--- config.mk ---
export PLATFORM = sky130hd
export DESIGN_NAME = des_round_sequencer
export DESIGN_NICKNAME = d
export VERILOG_FILES = /design/src/rtl/des_round_sequencer.sv
export SDC_FILE = /design/constraint.sdc
export NUM_CORES = 1
export LEC_CHECK = 0
export ABC_CLOCK_PERIOD_IN_PS = 2900
export CAP_MARGIN = 20
export CORE_AREA = 10 10 136 138
export DETAILED_ROUTE_END_ITERATION = 7
export DIE_AREA = 0 0 146 148
export GPL_ROUTABILITY_DRIVEN = 0
export HOLD_SLACK_MARGIN = 0.06
export PLACE_DENSITY = 0.73
export SETUP_SLACK_MARGIN = 0.3
export SYNTH_ARGS = -nofsm -noshare
export SYNTH_HDL_FRONTEND = slang
export SYNTH_SLANG_ARGS = --single-unit
--- constraint.sdc ---
create_clock -name clk -period 2.9 [get_ports clk]
set_clock_uncertainty 0.1 [all_clocks]
set_input_delay 0.58 -clock clk [delete_from_list [all_inputs] [get_ports clk]]
set_output_delay 0.58 -clock clk [all_outputs]
set_load 0.005 [all_outputs]
--- src/rtl/des_round_sequencer.sv ---
// -----------------------------------------------------------------------------
// des_round_sequencer
//
// Iterative DES datapath controller. Accepts one post-IP block (L0, R0) and an
// encrypt/decrypt flag, then drives a single external round-function instance
// ROUNDS times. Each round it presents the working halves plus the subkey for
// the current round index, and waits for the round-function result. When all
// rounds are done it presents the swapped pre-output (R16, L16) downstream.
//
// Ports
//   clk, rst_n            clock, synchronous active-low reset
//   s_valid/s_ready       upstream handshake; s_L/s_R block, s_decrypt mode
//   m_valid/m_ready       downstream handshake; m_L = R16, m_R = L16
//   round_idx, key_i      subkey request to / subkey from the key schedule
//   rf_valid, rf_L/R/K    round-function inputs (rf_K is key_i passed through)
//   rf_o_valid, rf_*_out  round-function result
//   busy                  high whenever not idle
//   err                   sticky round-function timeout flag
// -----------------------------------------------------------------------------
module des_round_sequencer #(
    parameter int ROUNDS   = 16,
    parameter int WAIT_MAX = 4
) (
    input  logic        clk,
    input  logic        rst_n,
    input  logic        s_valid,
    output logic        s_ready,
    input  logic [1:32] s_L,
    input  logic [1:32] s_R,
    input  logic        s_decrypt,
    output logic        m_valid,
    input  logic        m_ready,
    output logic [1:32] m_L,
    output logic [1:32] m_R,
    output logic [3:0]  round_idx,
    input  logic [1:48] key_i,
    output logic        rf_valid,
    output logic [1:32] rf_L,
    output logic [1:32] rf_R,
    output logic [1:48] rf_K,
    input  logic        rf_o_valid,
    input  logic [1:32] rf_L_out,
    input  logic [1:32] rf_R_out,
    output logic        busy,
    output logic        err
);

    // Wait counter only needs to reach WAIT_MAX-1.
    localparam int WW = (WAIT_MAX > 1) ? $clog2(WAIT_MAX) : 1;
    localparam logic [3:0]    LAST_ROUND = 4'(ROUNDS - 1);
    localparam logic [WW-1:0] WAIT_LAST  = WW'(WAIT_MAX - 1);

    typedef enum logic [1:0] {
        IDLE  = 2'd0,
        ISSUE = 2'd1,
        WAIT  = 2'd2,
        DONE  = 2'd3
    } state_t;

    state_t        state_q, state_d;
    logic [3:0]    cnt_q, cnt_d;
    logic [WW-1:0] wait_q, wait_d;
    logic [1:32]   l_q, l_d;
    logic [1:32]   r_q, r_d;
    logic          mode_q, mode_d;
    logic          err_q, err_d;

    always_ff @(posedge clk) begin
        if (!rst_n) begin
            state_q <= IDLE;
            cnt_q   <= '0;
            wait_q  <= '0;
            l_q     <= '0;
            r_q     <= '0;
            mode_q  <= 1'b0;
            err_q   <= 1'b0;
        end else begin
            state_q <= state_d;
            cnt_q   <= cnt_d;
            wait_q  <= wait_d;
            l_q     <= l_d;
            r_q     <= r_d;
            mode_q  <= mode_d;
            err_q   <= err_d;
        end
    end

    always_comb begin
        state_d = state_q;
        cnt_d   = cnt_q;
        wait_d  = wait_q;
        l_d     = l_q;
        r_d     = r_q;
        mode_d  = mode_q;
        err_d   = err_q;

        case (state_q)
            IDLE: begin
                if (s_valid) begin
                    l_d     = s_L;
                    r_d     = s_R;
                    mode_d  = s_decrypt;
                    cnt_d   = '0;
                    err_d   = 1'b0;
                    state_d = ISSUE;
                end
            end
            ISSUE: begin
                wait_d  = '0;
                state_d = WAIT;
            end
            WAIT: begin
                if (rf_o_valid) begin
                    l_d = rf_L_out;
                    r_d = rf_R_out;
                    if (cnt_q == LAST_ROUND) begin
                        state_d = DONE;
                    end else begin
                        cnt_d   = cnt_q + 4'd1;
                        state_d = ISSUE;
                    end
                end else if (wait_q == WAIT_LAST) begin
                    // Round function never answered: drop the block.
                    err_d   = 1'b1;
                    state_d = IDLE;
                end else begin
                    wait_d = wait_q + WW'(1);
                end
            end
            DONE: begin
                if (m_ready) begin
                    state_d = IDLE;
                end
            end
            default: state_d = IDLE;
        endcase
    end

    assign s_ready   = (state_q == IDLE);
    assign m_valid   = (state_q == DONE);
    assign rf_valid  = (state_q == ISSUE);
    assign busy      = (state_q != IDLE);
    assign err       = err_q;
    assign rf_L      = l_q;
    assign rf_R      = r_q;
    assign rf_K      = key_i;
    // Decryption walks the subkeys from the last round back to the first.
    assign round_idx = mode_q ? (LAST_ROUND - cnt_q) : cnt_q;
    // Final swap: pre-output is (R16, L16).
    assign m_L       = r_q;
    assign m_R       = l_q;

endmodule

=== After elaboration in Yosys (flattened, before gate mapping) ===
Cells that the tools add are included.

* Bits of input ports: 182
* Word-level logic and storage cells: 57
* Output and inout port bits: 185
* Register bits after elaboration: 74

* Multiplexer cells: 24
* $add $sub $neg: 3
* Equal/unequal tests: 13
* Reduce and logical (&&, ||, !) cells: 10

{| class="wikitable"
|+ Operators by type and width
! operator !! number
|-
| 32-bit 2-to-1 mux || 4
|-
| 32-bit case mux with 2 select lines || 2
|-
| 4-bit 2-to-1 mux || 4
|-
| 2-bit 2-to-1 mux || 7
|-
| 2-bit != test, second input constant || 6
|-
| 3-bit AND reduction || 3
|-
| 2-bit case mux with 4 select lines || 1
|-
| 4-bit case mux with 2 select lines || 1
|-
| 4-bit AND reduction || 2
|-
| 2-bit == test, second input constant || 3
|-
| 2-bit nonzero test || 3
|-
| 4-bit by 1-bit adder with 4-bit output, second input constant || 1
|-
| 4-bit == test, second input constant || 1
|-
| 2-bit case mux with 2 select lines || 1
|-
| 4-bit subtractor, first input constant || 1
|-
| 1-bit 2-to-1 mux || 3
|-
| 3-bit != test, second input constant || 1
|-
| 2-bit by 1-bit adder with 2-bit output, second input constant || 1
|-
| 2-bit by 1-bit == test with 1-bit output, second input constant || 1
|-
| 2-bit zero test || 1
|-
| 2-bit by 1-bit != test with 1-bit output, second input constant || 1
|-
| 1-bit case mux with 2 select lines || 1
|-
| 2-bit AND reduction || 1
|}

=== Depth between registers and ports, before layout ===
* Depth in word-level cells: 4
* Gate-level depth with buffers: 9
* Depth with buffers taken out: 6

=== Worst setup path after synthesis ===
Ideal clock, no wire load.

* Path kind: flip-flop to flip-flop
* Start point: register state_q[0]
* End point: register cnt_q[3]
* Arrival time: 1.654 ns
* Cell stages (with the launch flop): 7
* Library setup time: 0.075 ns
* Setup slack: 1.072 ns
* Clock period less this slack: 1.828 ns
* Required time: 2.725 ns
* Path buffers: 0
* Cells stage by stage: dfxtp_1 -> inv_1 -> ha_1 -> mux2_4 -> nand3_4 -> or4_1 -> o22ai_1

* Longest elaborated chain between the ends: 3
* Elaborated cells between the ends (all ways): 8
* Those cells by class: eq/ne (4); mux (1); reduce/logical (3)

{| class="wikitable"
|+ Ends and longest elaborated chain
! what !! RTL line !! text
|-
| start, declared || 60 || <nowiki>state_t state_q, state_d;</nowiki>
|-
| start signal, assigned || 78 || <nowiki>state_q <= state_d;</nowiki>
|-
| 2-bit zero test * || n/a ||
|-
| via s_ready || 27 || <nowiki>output logic s_ready,</nowiki>
|-
| 2-bit != test (no line) / 2-bit nonzero test (equally long branches) || n/a ||
|-
| 4-bit AND reduction (no line) || n/a ||
|-
| end signal, assigned || 79 || <nowiki>cnt_q <= cnt_d;</nowiki>
|-
| end, declared || 61 || <nowiki>logic [3:0] cnt_q, cnt_d;</nowiki>
|}

Mark *: on every way through the listed nets, which the timed path passes. The rest lies on a longest branch.
A chain may end at the register's enable or synchronous reset.

=== Final worst setup path ===
* Start point: register state_q[1]
* End point: output port busy

* Longest elaborated chain between the ends: 1

{| class="wikitable"
|+ Ends and longest elaborated chain
! what !! RTL line !! text
|-
| 2-bit nonzero test || 142 || <nowiki>assign busy = (state_q != IDLE);</nowiki>
|-
| end, declared || 44 || <nowiki>output logic busy,</nowiki>
|}

Every way passes these cells.

==> metrics.csv <==
stage;metric;value;unit
pwr;IR Drop Worst-Case VDD;0.4713;mV
floorplanning;die outline area;21610;sq um
detailed_routing;initial drt markers;115;
detailed_routing;first-pass iteration count of the detailed router;4;
cts;count of instances resized after the clock tree is built;0;
yosys;nets in the synthesized netlist;665;
global_route;antenna violations before repair;0;
timing;number of pins exceeding their max-slew limit in the final report;0;
global_route;gr ovfl total;0;
timing;final hold violation count;0;
floorplanning;width of the die;146;um
detailed_routing;Vias/cell;4.396;
floorplanning;placeable core area;15710;sq um
cts;clock latency on the worst-skew pair;0.33;ns
floorplanning;height of the die;148;um
yosys;largest cells by area after synthesis;sky130_fd_sc_hd__dfxtp_1, sky130_fd_sc_hd__buf_4, sky130_fd_sc_hd__mux2i_1;
final_layout;antenna cell count;0;
floorplanning;Top-Level Pins;367;
yosys;unique cell type count in the Yosys netlist;27;
final_layout;leading cell type in the layout, fill and taps excluded;sky130_fd_sc_hd__clkdlybuf4s50_1;
final_layout;area growth from synthesis to layout;55.34;%
critical_path;critical path launch point type;flip-flop;
global_route;largest net degree at the start of global routing;75;
global_route;first-pass GRT wire length;22.80;mm
critical_path;startpoint-to-endpoint class of the critical path;flip-flop to primary output;
cts;number of buffers inserted during clock tree synthesis;9;
cts;clock-pin transition on the worst setup and hold timing paths;0.06;ns
timing;slew at the pin with the worst max-slew slack;0.6497;ns
timing;setup repair after global routing missed its margin;no;
yosys;synthesized area divided by synthesized cell count;8.977;sq um
final_layout;number of nets in the layout;809;
critical_path;Crit Path Max Fanout;8;
yosys;number of warnings issued by yosys;0;
yosys;register bit total from synthesis;74;
floorplanning;initial cell density of the core;27.19;%
yosys;area share of the largest cell type after synthesis;34.67;%
critical_path;worst endpoint data arrival time;1.76;ns
final_layout;multi-input gate area in the final layout;1805;sq um
hold_path;type of the worst min-delay path;flip-flop to flip-flop;
final_layout;Final Instance Count excl. Fillers;841;
place;placed cells;825;
cts;Sinks on Clock Net;74;
final_layout;commonest non-fill, non-tap cells in the layout;sky130_fd_sc_hd__clkdlybuf4s50_1, sky130_fd_sc_hd__dfxtp_1, sky130_fd_sc_hd__nor2_1, sky130_fd_sc_hd__mux2i_1, sky130_fd_sc_hd__a211oi_1;
cts;TritonCTS clock tree;done;
critical_path;endpoint class of the critical path;primary output;
pwr;cell leakage power;2.349;nW
final_layout;final core occ;42.24;%
final_layout;share of layout cells above drive strength 1;4.320;%
detailed_routing;vias after detailed routing;3697;
yosys;fraction of the yosys area taken by sequential cells;34.67;%
global_route;gr usage total;13.19;%
run;max-capacitance violation count;0;
timing;count of endpoints failing setup in the final report;0;
global_route;number of global-route vias before repair;3810;
timing;tightest hold margin;0.3672;ns
yosys;cell type contributing the most total cell area after synthesis;sky130_fd_sc_hd__dfxtp_1;
yosys;number of instances in the synthesized netlist;476;
timing;relative slew slack;56.69;%
pwr;Pwr Density;774.4;nW/um^2
cts;htree depth;3;
cts;post-cts hold buffer count;0;
detailed_routing;drc violations;0;
final_layout;fillcell total;1560;
final_layout;Reg area;1481;sq um
yosys;area of the mapped netlist;4273;sq um
detailed_routing;wire length reported by the detailed router;14.86;mm
timing;Total Neg Setup Slack;0;ns
place;total of buffers placed on input and output ports;270;
detailed_routing;average wire per cell in the routed design;17.67;um
detailed_routing;ANT nets after route;0;
cts;number of buffers added for setup after CTS;0;
place;final HPWL from detailed placement;11.96;mm
timing;f_max;409.3;MHz
cts;CTS max path bufs;2;
floorplanning;site row count;46;
timing;share of the clock period used by the worst path;84.26;%
timing;clock period minus worst slack;2.443;ns
critical_path;Worst EP required;2.22;ns
outcome;run status;finished, final reports clean;
cts;master cell of the clock root buffer;sky130_fd_sc_hd__clkbuf_16;
## area by class of cell
class / instances / share of cell area (%)
multi-input combinational: 253 / 27.20
clock buffer: 12 / 3.713
timing repair buffer: 276 / 41.58
sequential: 74 / 22.32
inverter: 6 / 0.3393
clock inverter: 4 / 0.7729
tap: 216 / 4.072
## cell families (layout without fill, tap and decap cells)
logic type,count (synthesis),count (layout),share of synthesized area (%)
buffers and inverters,149,298,23.63
and+or+nand+nor,94,94,9.371
AOI/OAI and AO/OA,81,81,13.65
DFF,74,74,34.67
muxes,67,67,15.81
adders and majority gates,7,7,2.050
xor gates and xnor gates,4,4,0.8198
## worst paths after layout
path	slack, ns	startpoint	endpoint	depth (start not counted)
setup reg to reg	0.67	state_q[1]$_SDFFE_PN0P_	m_R[8]$_SDFFE_PN0P_	7
setup / recovery	0.46	state_q[1]$_SDFFE_PN0P_	busy	4
hold / removal	0.37	wait_q[1]$_SDFFE_PN0P_	wait_q[1]$_SDFFE_PN0P_	2
hold reg to reg	0.37	wait_q[1]$_SDFFE_PN0P_	wait_q[1]$_SDFFE_PN0P_	2
## worst max-delay path, stage by stage (launching register included)
cell	delay [ns]
sky130_fd_sc_hd__dfxtp_1	0.41
sky130_fd_sc_hd__inv_1	0.13
sky130_fd_sc_hd__ha_1	0.31
sky130_fd_sc_hd__inv_1	0.08
sky130_fd_sc_hd__clkdlybuf4s50_1	0.50
## registers in the layout, summed over array words and instances, names as in the netlist
name / cells
err: 1
wait_q: 2
state_q: 2
m_R: 32
cnt_q: 4
mode_q: 1
m_L: 32
## power breakdown
part           internal (mW)  switching [mW]
sequential              1.32           0.273
clock                  0.690           0.429
combinational           1.48           0.953
## metal layers
layer  GRT usage (%)  wire (um)  vias to the layer above
met5               0          0                        -
met4           4.555        369                        0
met3           7.601       1647                       31
met2           21.57       7160                      187
met1           14.00       5680                     1646
li1                -          -                     1833
## stage by stage
| step | instance area [sq um] | setup slack [ns] | power, mW |
|---|---|---|---|
| 6_report | 6638 | 0.4565 | 5.140 |
| 5_1_grt | 6638 | 0.3216 | 5.512 |
| 4_1_cts | 6638 | 0.4267 | 5.254 |
| 3_5_place_dp | 6340 | 0.4347 | 4.092 |
| 3_3_place_gp | 6340 | 0.5477 | 4.050 |
| 2_1_floorplan | 4273 | 1.072 | 2.907 |
## cell usage after synthesis (all sizes together)
cell    count
nand4       2
nor2       70
a221oi      1
a21boi      1
a21o        2
mux2i      66
o21ai       1
or2         2
or4         1
clkbuf      8
nand2       9
nand4b      1
inv         6
mux2        1
nor2b       1
a211oi     66
dfxtp      74
o22ai       1
buf       135
a21oi       9
nand2b      3
xor2        4
ha          7
nand3       5
No activity file was read; power rests on OpenSTA's default activity.
